==> src/rtl/bet_counter_sequencer_if.sv <==
// Command channel into the BET counter sequencer: op, start, target, direction.
// Latency: none, wires only.
// Backpressure: cmd_valid/cmd_ready; a command transfers on a clock edge where both are high.
// Ports (master = host side, slave = sequencer side):
//   cmd_valid  master->slave  command present
//   cmd_ready  slave->master  sequencer idle and able to take a command
//   cmd_op     master->slave  trit 01 = LOAD, 10 = RUN
//   cmd_start  master->slave  value to load, MS trit first
//   cmd_target master->slave  RUN stop value, MS trit first
//   cmd_dir    master->slave  RUN direction trit 10 = up, 01 = down, 11 = hold
interface bet_counter_sequencer_if #(
  parameter int TRITS = 2
);
  logic                 cmd_valid;
  logic                 cmd_ready;
  logic [1:0]           cmd_op;
  logic [2*TRITS-1:0]   cmd_start;
  logic [2*TRITS-1:0]   cmd_target;
  logic [1:0]           cmd_dir;

  modport master (
    output cmd_valid, cmd_op, cmd_start, cmd_target, cmd_dir,
    input  cmd_ready
  );

  modport slave (
    input  cmd_valid, cmd_op, cmd_start, cmd_target, cmd_dir,
    output cmd_ready
  );
endinterface

==> src/rtl/bet_counter_sequencer.sv <==
// Sequences LOAD / RUN-TO-TARGET commands onto a cascaded balanced-ternary counter.
// Latency: accept to done is 3 cycles for LOAD, 4 + steps cycles for RUN; invalid command errs after 2.
// Backpressure: cmd_ready only in IDLE; command inputs are ignored while busy.
// Ports:
//   clock, reset   rising-edge clock shared with the counter; synchronous active-high reset
//   cmd            command channel (slave modport)
//   cnt_load/cnt_data/cnt_dir  drive counter LoadEn, Data, Dir
//   cnt_value      counter output, updates on the edge after its inputs are applied
//   busy, done, err, steps     status; done/err are one-cycle pulses, steps held until next accept
module bet_counter_sequencer #(
  parameter int TRITS     = 2,
  parameter int MAX_STEPS = 9,
  parameter int STEP_W    = 4
) (
  input  logic                clock,
  input  logic                reset,
  bet_counter_sequencer_if.slave cmd,
  output logic                cnt_load,
  output logic [2*TRITS-1:0]  cnt_data,
  output logic [1:0]          cnt_dir,
  input  logic [2*TRITS-1:0]  cnt_value,
  output logic                busy,
  output logic                done,
  output logic                err,
  output logic [STEP_W-1:0]   steps
);

  localparam int W = 2 * TRITS;

  localparam logic [2:0] S_IDLE  = 3'd0;
  localparam logic [2:0] S_CHECK = 3'd1;
  localparam logic [2:0] S_LOAD  = 3'd2;
  localparam logic [2:0] S_RUN   = 3'd3;
  localparam logic [2:0] S_DONE  = 3'd4;
  localparam logic [2:0] S_ERR   = 3'd5;

  localparam logic [1:0] TRIT_ZERO = 2'b11;
  localparam logic [1:0] OP_RUN    = 2'b10;
  localparam logic [1:0] OP_ILLEGAL = 2'b11;

  logic [2:0]   state;
  logic [1:0]   op_q;
  logic [W-1:0] start_q;
  logic [W-1:0] target_q;
  logic [1:0]   dir_q;

  logic bad_cmd;
  logic at_target;
  logic timeout;

  // Any 2'b00 trit in the captured command, or the illegal op, is rejected
  // before the counter is touched.
  always_comb begin
    bad_cmd = (op_q == 2'b00) || (op_q == OP_ILLEGAL) || (dir_q == 2'b00);
    for (int i = 0; i < TRITS; i++) begin
      if (start_q[2*i +: 2] == 2'b00)  bad_cmd = 1'b1;
      if (target_q[2*i +: 2] == 2'b00) bad_cmd = 1'b1;
    end
  end

  assign at_target = (cnt_value == target_q);
  assign timeout   = (steps == STEP_W'(MAX_STEPS));

  assign cmd.cmd_ready = (state == S_IDLE);
  assign busy          = (state != S_IDLE);
  assign done          = (state == S_DONE);
  assign err           = (state == S_ERR);
  assign cnt_load      = (state == S_LOAD);

  // Direction is combinational on cnt_value so the counter is held on the
  // very edge it would otherwise step past the target (or past the timeout).
  always_comb begin
    cnt_dir = TRIT_ZERO;
    if (state == S_RUN && !at_target && !timeout) begin
      cnt_dir = dir_q;
    end
  end

  always_ff @(posedge clock) begin
    if (reset) begin
      state    <= S_IDLE;
      steps    <= '0;
      cnt_data <= {TRITS{TRIT_ZERO}};
      op_q     <= TRIT_ZERO;
      start_q  <= {TRITS{TRIT_ZERO}};
      target_q <= {TRITS{TRIT_ZERO}};
      dir_q    <= TRIT_ZERO;
    end else begin
      case (state)
        S_IDLE: begin
          if (cmd.cmd_valid) begin
            op_q     <= cmd.cmd_op;
            start_q  <= cmd.cmd_start;
            target_q <= cmd.cmd_target;
            dir_q    <= cmd.cmd_dir;
            steps    <= '0;
            state    <= S_CHECK;
          end
        end
        S_CHECK: begin
          if (bad_cmd) begin
            state <= S_ERR;
          end else begin
            // cnt_data keeps this value after the load pulse ends.
            cnt_data <= start_q;
            state    <= S_LOAD;
          end
        end
        S_LOAD: begin
          state <= (op_q == OP_RUN) ? S_RUN : S_DONE;
        end
        S_RUN: begin
          if (at_target) begin
            state <= S_DONE;
          end else if (timeout) begin
            state <= S_ERR;
          end else begin
            steps <= steps + 1'b1;
          end
        end
        S_DONE:  state <= S_IDLE;
        S_ERR:   state <= S_IDLE;
        default: state <= S_IDLE;
      endcase
    end
  end

endmodule
==> src/flat_wrapper.sv <==
// flat-port wrapper written by rule: the top's interface ports become plain ports
module bet_counter_sequencer_flat 
#(
  parameter int TRITS     = 2,
  parameter int MAX_STEPS = 9,
  parameter int STEP_W    = 4
)
  (clock, reset, cnt_load, cnt_data, cnt_dir, cnt_value, busy, done, err, steps, cmd_cmd_valid, cmd_cmd_op, cmd_cmd_start, cmd_cmd_target, cmd_cmd_dir, cmd_cmd_ready);
  bet_counter_sequencer_if #(.TRITS(TRITS)) cmd_i ();
  input  logic clock;
  input  logic reset;
  output logic cnt_load;
  output logic [2*TRITS-1:0] cnt_data;
  output logic [1:0] cnt_dir;
  input  logic [2*TRITS-1:0] cnt_value;
  output logic busy;
  output logic done;
  output logic err;
  output logic [STEP_W-1:0] steps;
  input wire logic [$bits(cmd_i.cmd_valid)-1:0] cmd_cmd_valid;
  input wire logic [$bits(cmd_i.cmd_op)-1:0] cmd_cmd_op;
  input wire logic [$bits(cmd_i.cmd_start)-1:0] cmd_cmd_start;
  input wire logic [$bits(cmd_i.cmd_target)-1:0] cmd_cmd_target;
  input wire logic [$bits(cmd_i.cmd_dir)-1:0] cmd_cmd_dir;
  output wire logic [$bits(cmd_i.cmd_ready)-1:0] cmd_cmd_ready;
  assign cmd_i.cmd_valid = cmd_cmd_valid;
  assign cmd_i.cmd_op = cmd_cmd_op;
  assign cmd_i.cmd_start = cmd_cmd_start;
  assign cmd_i.cmd_target = cmd_cmd_target;
  assign cmd_i.cmd_dir = cmd_cmd_dir;
  assign cmd_cmd_ready = cmd_i.cmd_ready;
  bet_counter_sequencer #(.TRITS(TRITS), .MAX_STEPS(MAX_STEPS), .STEP_W(STEP_W)) u_core (.clock(clock), .reset(reset), .cmd(cmd_i), .cnt_load(cnt_load), .cnt_data(cnt_data), .cnt_dir(cnt_dir), .cnt_value(cnt_value), .busy(busy), .done(done), .err(err), .steps(steps));
endmodule
==> config.mk <==
export PLATFORM = sky130hd
export DESIGN_NAME = bet_counter_sequencer_flat
export DESIGN_NICKNAME = d
export VERILOG_FILES = /design/src/rtl/bet_counter_sequencer_if.sv /design/src/rtl/bet_counter_sequencer.sv /design/src/flat_wrapper.sv
export SDC_FILE = /design/constraint.sdc
export NUM_CORES = 1
export LEC_CHECK = 0
export CAP_MARGIN = 20
export CELL_PAD_IN_SITES_DETAIL_PLACEMENT = 1
export CELL_PAD_IN_SITES_GLOBAL_PLACEMENT = 1
export CORE_UTILIZATION = 35
export DETAILED_ROUTE_END_ITERATION = 8
export PLACE_DENSITY_LB_ADDON = 0.1
export SLEW_MARGIN = 20
export SYNTH_ARGS = -nofsm -noshare
export SYNTH_HDL_FRONTEND = slang
export SYNTH_SLANG_ARGS = --single-unit
==> constraint.sdc <==
create_clock -name clock -period 4.67 [get_ports clock]
set_input_delay 1.401 -clock clock [delete_from_list [all_inputs] [get_ports clock]]
set_output_delay 1.401 -clock clock [all_outputs]
set_load 0.1 [all_outputs]
* After elaboration in Yosys (flattened, before gate mapping)
Index checks and enable logic that the tools add are counted.
** Storage, ports and cells
- Bits in registers :: 23
- Latch bits :: 0
- RAM bits :: 0
- Memory bits (read-only) :: 0
- Input port bits :: 19
- Output and inout bits :: 15
- Logic and storage cells :: 56
- Memories :: 0
** Operators by class
- Add/sub/neg operators :: 1
- Multipliers :: 0
- Divide/modulo/power cells :: 0
- Order comparisons :: 0
- Eq/ne operators :: 13
- Shift operators :: 0
- Muxes and demuxes :: 15
- Bitwise gates (word level) :: 1
- Reductions and logical operators :: 19
** Operator list (number)
- two-way mux 3 bit :: 5
- logical NOT 2 bit :: 6
- two-way mux 4 bit :: 3
- one-hot mux 3 bit (4 select lines) :: 1
- one-hot mux 4 bit (2 select lines) :: 1
- equality test 3 x 2 -> 1 bit (second input constant) :: 2
- equality test 3 bit (second input constant) :: 2
- inequality test 2 bit (second input constant) :: 3
- AND reduction 2 bit :: 3
- adder 4 x 1 -> 4 bit (second input constant) :: 1
- equality test 2 bit (second input constant) :: 2
- equality test 4 bit :: 1
- equality test 4 bit (second input constant) :: 1
- two-way mux 1 bit :: 4
- AND reduction 4 bit :: 1
- equality test 3 x 1 -> 1 bit (second input constant) :: 1
- logical NOT 3 bit :: 1
- inequality test 3 x 1 -> 1 bit (second input constant) :: 1
- nonzero test 3 bit :: 1
- logical AND 1 bit :: 2
- logical NOT 1 bit :: 2
- logical OR 1 bit :: 2
- two-way mux 2 bit :: 1
- nonzero test 2 bit :: 1
- inverter 1 bit :: 1

* Depth between registers and ports, before layout
Gate-level depths: netlist of the first run.
- Word-level depth :: 9
- Gate-level depth with buffers :: 6
- Mapped depth without buffers :: 6

* Worst setup path after synthesis of the first run
OpenSTA, ideal clock, no wires.
- Path type :: register to output
- From :: reg u_core.state[0]
- To :: out err
- Arrival time :: 2.669 ns
- Data required time :: 3.269 ns
- Setup slack :: 0.600 ns
- Stages on the path, launching flop included :: 3
- Path buffers :: 0
- Cells stage by stage :: dfxtp_1 > inv_1 > nor3b_1
** Between the ends
- Word-level cells in the longest chain between the ends :: 1
** Ends and longest elaborated chain
- start: declaration :: line bet_counter_sequencer.sv:41 : logic [2:0] state;
- start signal: assignment :: line bet_counter_sequencer.sv:110 : state <= (op_q == OP_RUN) ? S_RUN : S_DONE;
- equality test 3 bit :: line bet_counter_sequencer.sv:67 : assign err = (state == S_ERR);
- end: declaration :: line flat_wrapper.sv:18 : output logic err;
Every way passes these cells.

* Worst setup path in the final report of the first run
- From :: in cnt_value[1]
- To :: out cnt_dir[0]
** Between the ends
- Word-level cells in the longest chain between the ends :: 5
** Ends and longest elaborated chain
- start: declaration :: line flat_wrapper.sv:15 : input logic [2*TRITS-1:0] cnt_value;
- equality test 4 bit :: line bet_counter_sequencer.sv:61 : assign at_target = (cnt_value == target_q);
- logical NOT 1 bit :: line bet_counter_sequencer.sv:74 : if (state == S_RUN && !at_target && !timeout) begin
- logical AND 1 bit (2 in a row) :: line bet_counter_sequencer.sv:74
- two-way mux 2 bit :: line bet_counter_sequencer.sv:74
- end: declaration :: line flat_wrapper.sv:14 : output logic [1:0] cnt_dir;
Every way passes these cells.

==> results.json, run 1 <==
{
  "firstDrtPassIters": 8,
  "synth.area.top_cells": "dfxtp_1 42%, nand3_1 9.6%, nand2_1 8.2%",
  "place_inst": 194,
  "cts_buffer_depth": 2,
  "yosysTopAreaCellShare_pct": 42.2,
  "wl_per_cell_um": 15.3,
  "critPathLaunchType": "input pin",
  "ys_seq_area_share_pct": 42.2,
  "syn_area_per_cell_um2": 8.21,
  "hold_buffers": 0,
  "crit_start": "cnt_value[1]",
  "p_leak_nw": 0.573,
  "rows": 19,
  "antenna_found_initial": 0,
  "gp_congestion": 0.787,
  "grt_usage_pct": 20.7,
  "worstHoldStart": "u_core.dir_q[0]",
  "num_vias": 1120,
  "synth_area_leader_cell": "dfxtp_1",
  "fin_tns_setup_ps": 0,
  "cts_tree": "yes",
  "die-area_mm2": 0.00335,
  "rsz0062_at_grt": "false",
  "nNetsFinal": 190,
  "cp-end-kind": "primary output",
  "die_w_um": 57.9,
  "dpl_worst_slack_ps": 325,
  "cts_resized": 0,
  "synth_cells": 133,
  "antenna_left": 0,
  "die_height_um": 57.9,
  "cts.sink_count": 23,
  "grt_pass1_wl_mm": 5.23,
  "cp.required_ps": 3270,
  "drv_slew": 0,
  "fin_crit_sh_pct": 92.7,
  "synth_flop_cell": "dfxtp_1",
  "timing.rr.start": "u_core.op_q[0]",
  "fin_cells": 198,
  "path_clk_slew_ps": 120,
  "cts_htree_levels": 1,
  "finalSetupViolations": 0,
  "first_global_vias": 1151,
  "cts_setup_buffers": 0,
  "fmax_ghz": 0.231,
  "core_area_mm2": 0.00285,
  "tightestPinTransition_ps": 1000,
  "fin_worst_skew_ps": 1.34,
  "timing.final.crit_period_ps": 4330,
  "maxCapViolCount": 0,
  "start_util_pct": 38.3,
  "diodes": 0,
  "finalHoldViolCount": 0,
  "dp_hpwl_mm": 2.35,
  "globalRoute.totalOverflow": 0,
  "syn-num-nets": 155,
  "worstSkewPairLatency_ps": 310,
  "routed_wl_mm": 3.04,
  "synth_edf_count": 0,
  "avgViaCountPerCell": 5.66,
  "violations": "design-rule violations",
  "outcome": "complete, but fails checks",
  "syn2layout_area_growth_pct": 37.2,
  "ys_warn_count": 0,
  "numPortBuffers": 33,
  "drcViolationCount": 1,
  "async_reset_ff_share_pct": 0,
  "nFillCells": 351,
  "ys_ff_latch": 23,
  "cts_root_buf": "clkbuf_4",
  "ioPinCount": 34,
  "hp-class": "flop to flop",
  "cp.arrival_ps": 2930,
  "syn-cell-area_mm2": 0.00109,
  "peakVddDrop_mv": 0.165,
  "grt_max_degree": 18,
  "p_per_area_mw_per_mm2": 383,
  "max_slew_margin_pct": 33.0,
  "path_max_fanout": 3,
  "setup_slack_ps": 340,
  "crit_type": "input pin to primary output",
  "layout-drive-gt1-share_pct": 7.78,
  "drt_iter0_markers": 25,
  "ys_types": 29,
  "cts_made_buffers": 3
}
cells in the final DEF, fill, tap and decap left out, drive strengths merged, types with 2 or more instances in the layout:
master / netlist / layout
dfxtp: 23 / 23
nor3: 2 / 2
xor2: 4 / 4
ha: 3 / 3
inv: 7 / 7
and3b: 2 / 2
o211ai: 4 / 4
or4: 2 / 2
buf: 1 / 3
nand3: 21 / 21
or3: 6 / 6
a21oi: 5 / 5
o41ai: 2 / 2
o22ai: 2 / 2
clkdlybuf4s50: 0 / 31
o21ai: 7 / 7
nor4: 2 / 2
nor2: 2 / 2
nand2: 24 / 24
nor3b: 3 / 3
nand2b: 2 / 2
clkbuf: 3 / 4
cells in the mapped netlist, types with 2 or more instances:
master	n
nor4_1	2
clkbuf_1	3
dfxtp_1	23
nand2b_1	2
or3_2	4
nor3_1	2
nor3b_1	3
o21ai_0	7
nor2_1	2
xor2_1	4
ha_1	3
or4_1	2
inv_1	7
o22ai_1	2
o211ai_1	4
nand2_1	24
nand3_1	21
a21oi_1	5
and3b_1	2
or3_1	2
worst max-delay path: stages:
cell and delay (ps):
clkdlybuf4s50_1 470, xor2_1 260, o41ai_2 150, or3_2 460, buf_12 180
sequential cells by signal, indices dropped and copies added, names as in the netlist:
name	cells
u_core.cnt_data	4
u_core.start_q	4
u_core.op_q	2
u_core.target_q	4
u_core.steps	4
u_core.state	3
u_core.dir_q	2
kinds of logic after synthesis:
group	share of synthesized area (%)
DFF	42.2
xor gates and xnor gates	3.21
buffers and inverters	3.89
adders and majority gates	3.44
AOI/OAI and AO/OA	16.0
and+or+nand+nor	31.3
layer usage:
| layer | vias to the layer above | global-route usage [%] | share of wire [%] |
|---|---|---|---|
| met5 | - | 0 | 0 |
| met4 | 0 | 8.16 | 1.8 |
| met3 | 7 | 2.90 | 3.0 |
| met2 | 24 | 35.8 | 50 |
| met1 | 540 | 25.9 | 45 |
| li1 | 549 | - | - |
final timing paths:
| check | end | slack, ps | depth (start not counted) |
|---|---|---|---|
| max | cnt_dir[0] | 340 | 5 |
| min | u_core.dir_q[0] | 490 | 2 |
| max reg2reg | u_core.state[1] | 2850 | 5 |
| min reg2reg | u_core.dir_q[0] | 490 | 2 |
per-stage QoR:
stage          hold slack (ps)  util [%]  power, mW  area [um2]
2_1_floorplan              445         -      0.418        1090
3_3_place_gp               466      51.6      0.478        1470
3_5_place_dp               478      51.6      0.487        1470
4_1_cts                    498      52.5      0.580        1500
5_1_grt                    519      52.5      0.612        1500
6_report                   493      52.5      0.574        1500
power breakdown:
group	total [mW]	internal [mW]	switching, mW
clock	0.0933	0.0334	0.0600
sequential	0.243	0.221	0.0216
combinational	0.238	0.0698	0.169
final cells by class:
type                            instances  area (um2)  share of cell area (%)
Inverter                                7        26.3                    1.75
Clock buffer                            4        26.3                    1.75
Tap cell                               31        38.8                    2.59
Multi-Input combinational cell         99         589                    39.3
Timing Repair Buffer                   34         358                    23.9
Sequential cell                        23         460                    30.7
Note: power is estimated with default switching activity, not from simulation.
==> inputs of run 2 (changes only) <==
- CORE_UTILIZATION: 35 -> 37
- CTS_BUF_LIST: default -> sky130_fd_sc_hd__clkbuf_8
- CTS_CLUSTER_SIZE: default -> 14
==> run 2 against run 1 <==
Compared with the run above:
- the run now ends clean
- largest power group is now combinational logic
- die area down 5.2%
- maximum frequency down 3.8%
- clock skew up 0.52 ps
==> results.json, run 2 (same netlist as run 1, synthesis figures left out) <==
{
  "core_area_mm2": 0.00278,
  "p_leak_nw": 0.582,
  "hp-class": "flop to flop",
  "drv_slew": 0,
  "cp.required_ps": 3270,
  "firstDrtPassIters": 4,
  "power_frac_seq_pct": 40.0,
  "dp_hpwl_mm": 2.35,
  "antenna_left": 0,
  "drcViolationCount": 0,
  "gp_congestion": 0.774,
  "avgViaCountPerCell": 5.57,
  "final_core_util_pct": 54.7,
  "fin_worst_skew_ps": 1.86,
  "crit_type": "input pin to primary output",
  "fin_tns_setup_ps": 0,
  "outcome": "finished, final reports clean",
  "grt_usage_pct": 21.9,
  "cts_setup_buffers": 0,
  "critPathLaunchType": "input pin",
  "pwr-share-comb_pct": 40.1,
  "syn2layout_area_growth_pct": 39.3,
  "rows": 19,
  "final_common_cell": "clkdlybuf4s50_1",
  "finalHoldViolCount": 0,
  "antenna_found_initial": 0,
  "dpl_worst_slack_ps": 66.0,
  "peakVddDrop_mv": 0.262,
  "cp.arrival_ps": 3100,
  "hold_slack_ps": 493,
  "clkPwrFrac_pct": 19.9,
  "globalRoute.totalOverflow": 0,
  "nNetsFinal": 189,
  "die_w_um": 56.3,
  "max_slew_margin_pct": 34.4,
  "cts_htree_levels": 1,
  "timing.final.crit_period_ps": 4500,
  "fin_crit_sh_pct": 96.4,
  "first_global_vias": 1171,
  "grt_pass1_wl_mm": 5.35,
  "path_clk_slew_ps": 80,
  "swShare_pct": 42.3,
  "cts_buffer_depth": 2,
  "cp-end-kind": "primary output",
  "cts_made_buffers": 3,
  "p_per_area_mw_per_mm2": 398,
  "die-area_mm2": 0.00317,
  "layout_common_cells": "31 x clkdlybuf4s50_1, 24 x nand2_1, 23 x dfxtp_1",
  "layout-drive-gt1-share_pct": 7.23,
  "numPortBuffers": 33,
  "diodes": 0,
  "path_max_fanout": 9,
  "worstSkewPairLatency_ps": 260,
  "ioPinCount": 34,
  "drt_iter0_markers": 15,
  "finalSetupViolations": 0,
  "maxCapViolCount": 0,
  "fmax_ghz": 0.222,
  "tightestPinTransition_ps": 981,
  "switching_power_uw": 257,
  "cts.sink_count": 23,
  "intPower_uw": 350,
  "setup_slack_ps": 170,
  "routed_wl_mm": 3.13,
  "cts_tree": "yes",
  "grt_max_degree": 18,
  "start_util_pct": 39.3,
  "rsz0062_at_grt": "false",
  "num_vias": 1097,
  "cts_root_buf": "clkbuf_8",
  "die_height_um": 56.3,
  "wl_per_cell_um": 15.9
}
==> run 2: cell types whose count changed in the layout (fill, tap and decap cells not counted) <==
cell	change
clkbuf_4	-3
o41ai_2	-1
buf_4	-1
clkbuf_8	+3
clkbuf_1	-1
o41ai_4	+1
inv_1	+1
==> run 2: through the flow <==
stage | cells | power (mW) | area (um2)
2_1_floorplan | 133 | 0.418 | 1090
3_3_place_gp | 193 | 0.477 | 1470
6_report | 197 | 0.606 | 1520
3_5_place_dp | 193 | 0.487 | 1470
5_1_grt | 197 | 0.642 | 1520
4_1_cts | 197 | 0.608 | 1510
==> run 2: layout make-up <==
| class | count | area [um2] |
|---|---|---|
| timing repair buffer | 33 | 350 |
| fill | 345 | 1260 |
| sequential | 23 | 460 |
| multi-input combinational | 99 | 601 |
| inverter | 7 | 26.3 |
| clock inverter | 1 | 3.75 |
| tap | 31 | 38.8 |
| clock buffer | 3 | 41.3 |
==> run 2: what timing repair did <==
item,in CTS,in global routing
hold buffers,0,0
gates resized for setup,0,1
endpoints found under the setup margin,0,2
endpoints found under the hold margin,0,0
==> run 2: power groups by stage <==
stage	clock network, mW	logic, mW	registers, mW
floorplan	0	0.143	0.274
finish	0.121	0.243	0.242
global placement	0	0.231	0.246
CTS	0.123	0.242	0.243
global route	0.134	0.262	0.246
detailed placement	0	0.240	0.248
==> run 2: final timing paths <==
| kind | startpoint | endpoint | slack [ps] | cells past startpoint |
|---|---|---|---|---|
| worst min register to register | u_core.cnt_data[3] | u_core.cnt_data[3] | 490 | 2 |
| worst min-delay path | u_core.cnt_data[3] | u_core.cnt_data[3] | 490 | 2 |
| worst max-delay path | cnt_value[1] | cnt_dir[1] | 170 | 5 |
| worst max register to register | u_core.op_q[0] | u_core.state[0] | 2830 | 5 |
==> run 2: layer usage <==
metal / GRT usage [%] / part of all wire, % / vias to the layer above
li1: - / - / 543
met1: 27.4 / 45 / 512
met2: 36.4 / 48 / 32
met3: 3.92 / 3.6 / 10
met4: 10.5 / 2.6 / 0
met5: 0 / 0 / -
==> run 2: critical path: stages <==
cell and delay (ps):
clkdlybuf4s50_1 500, xor2_1 350, o41ai_4 190, or3_2 470, buf_12 180
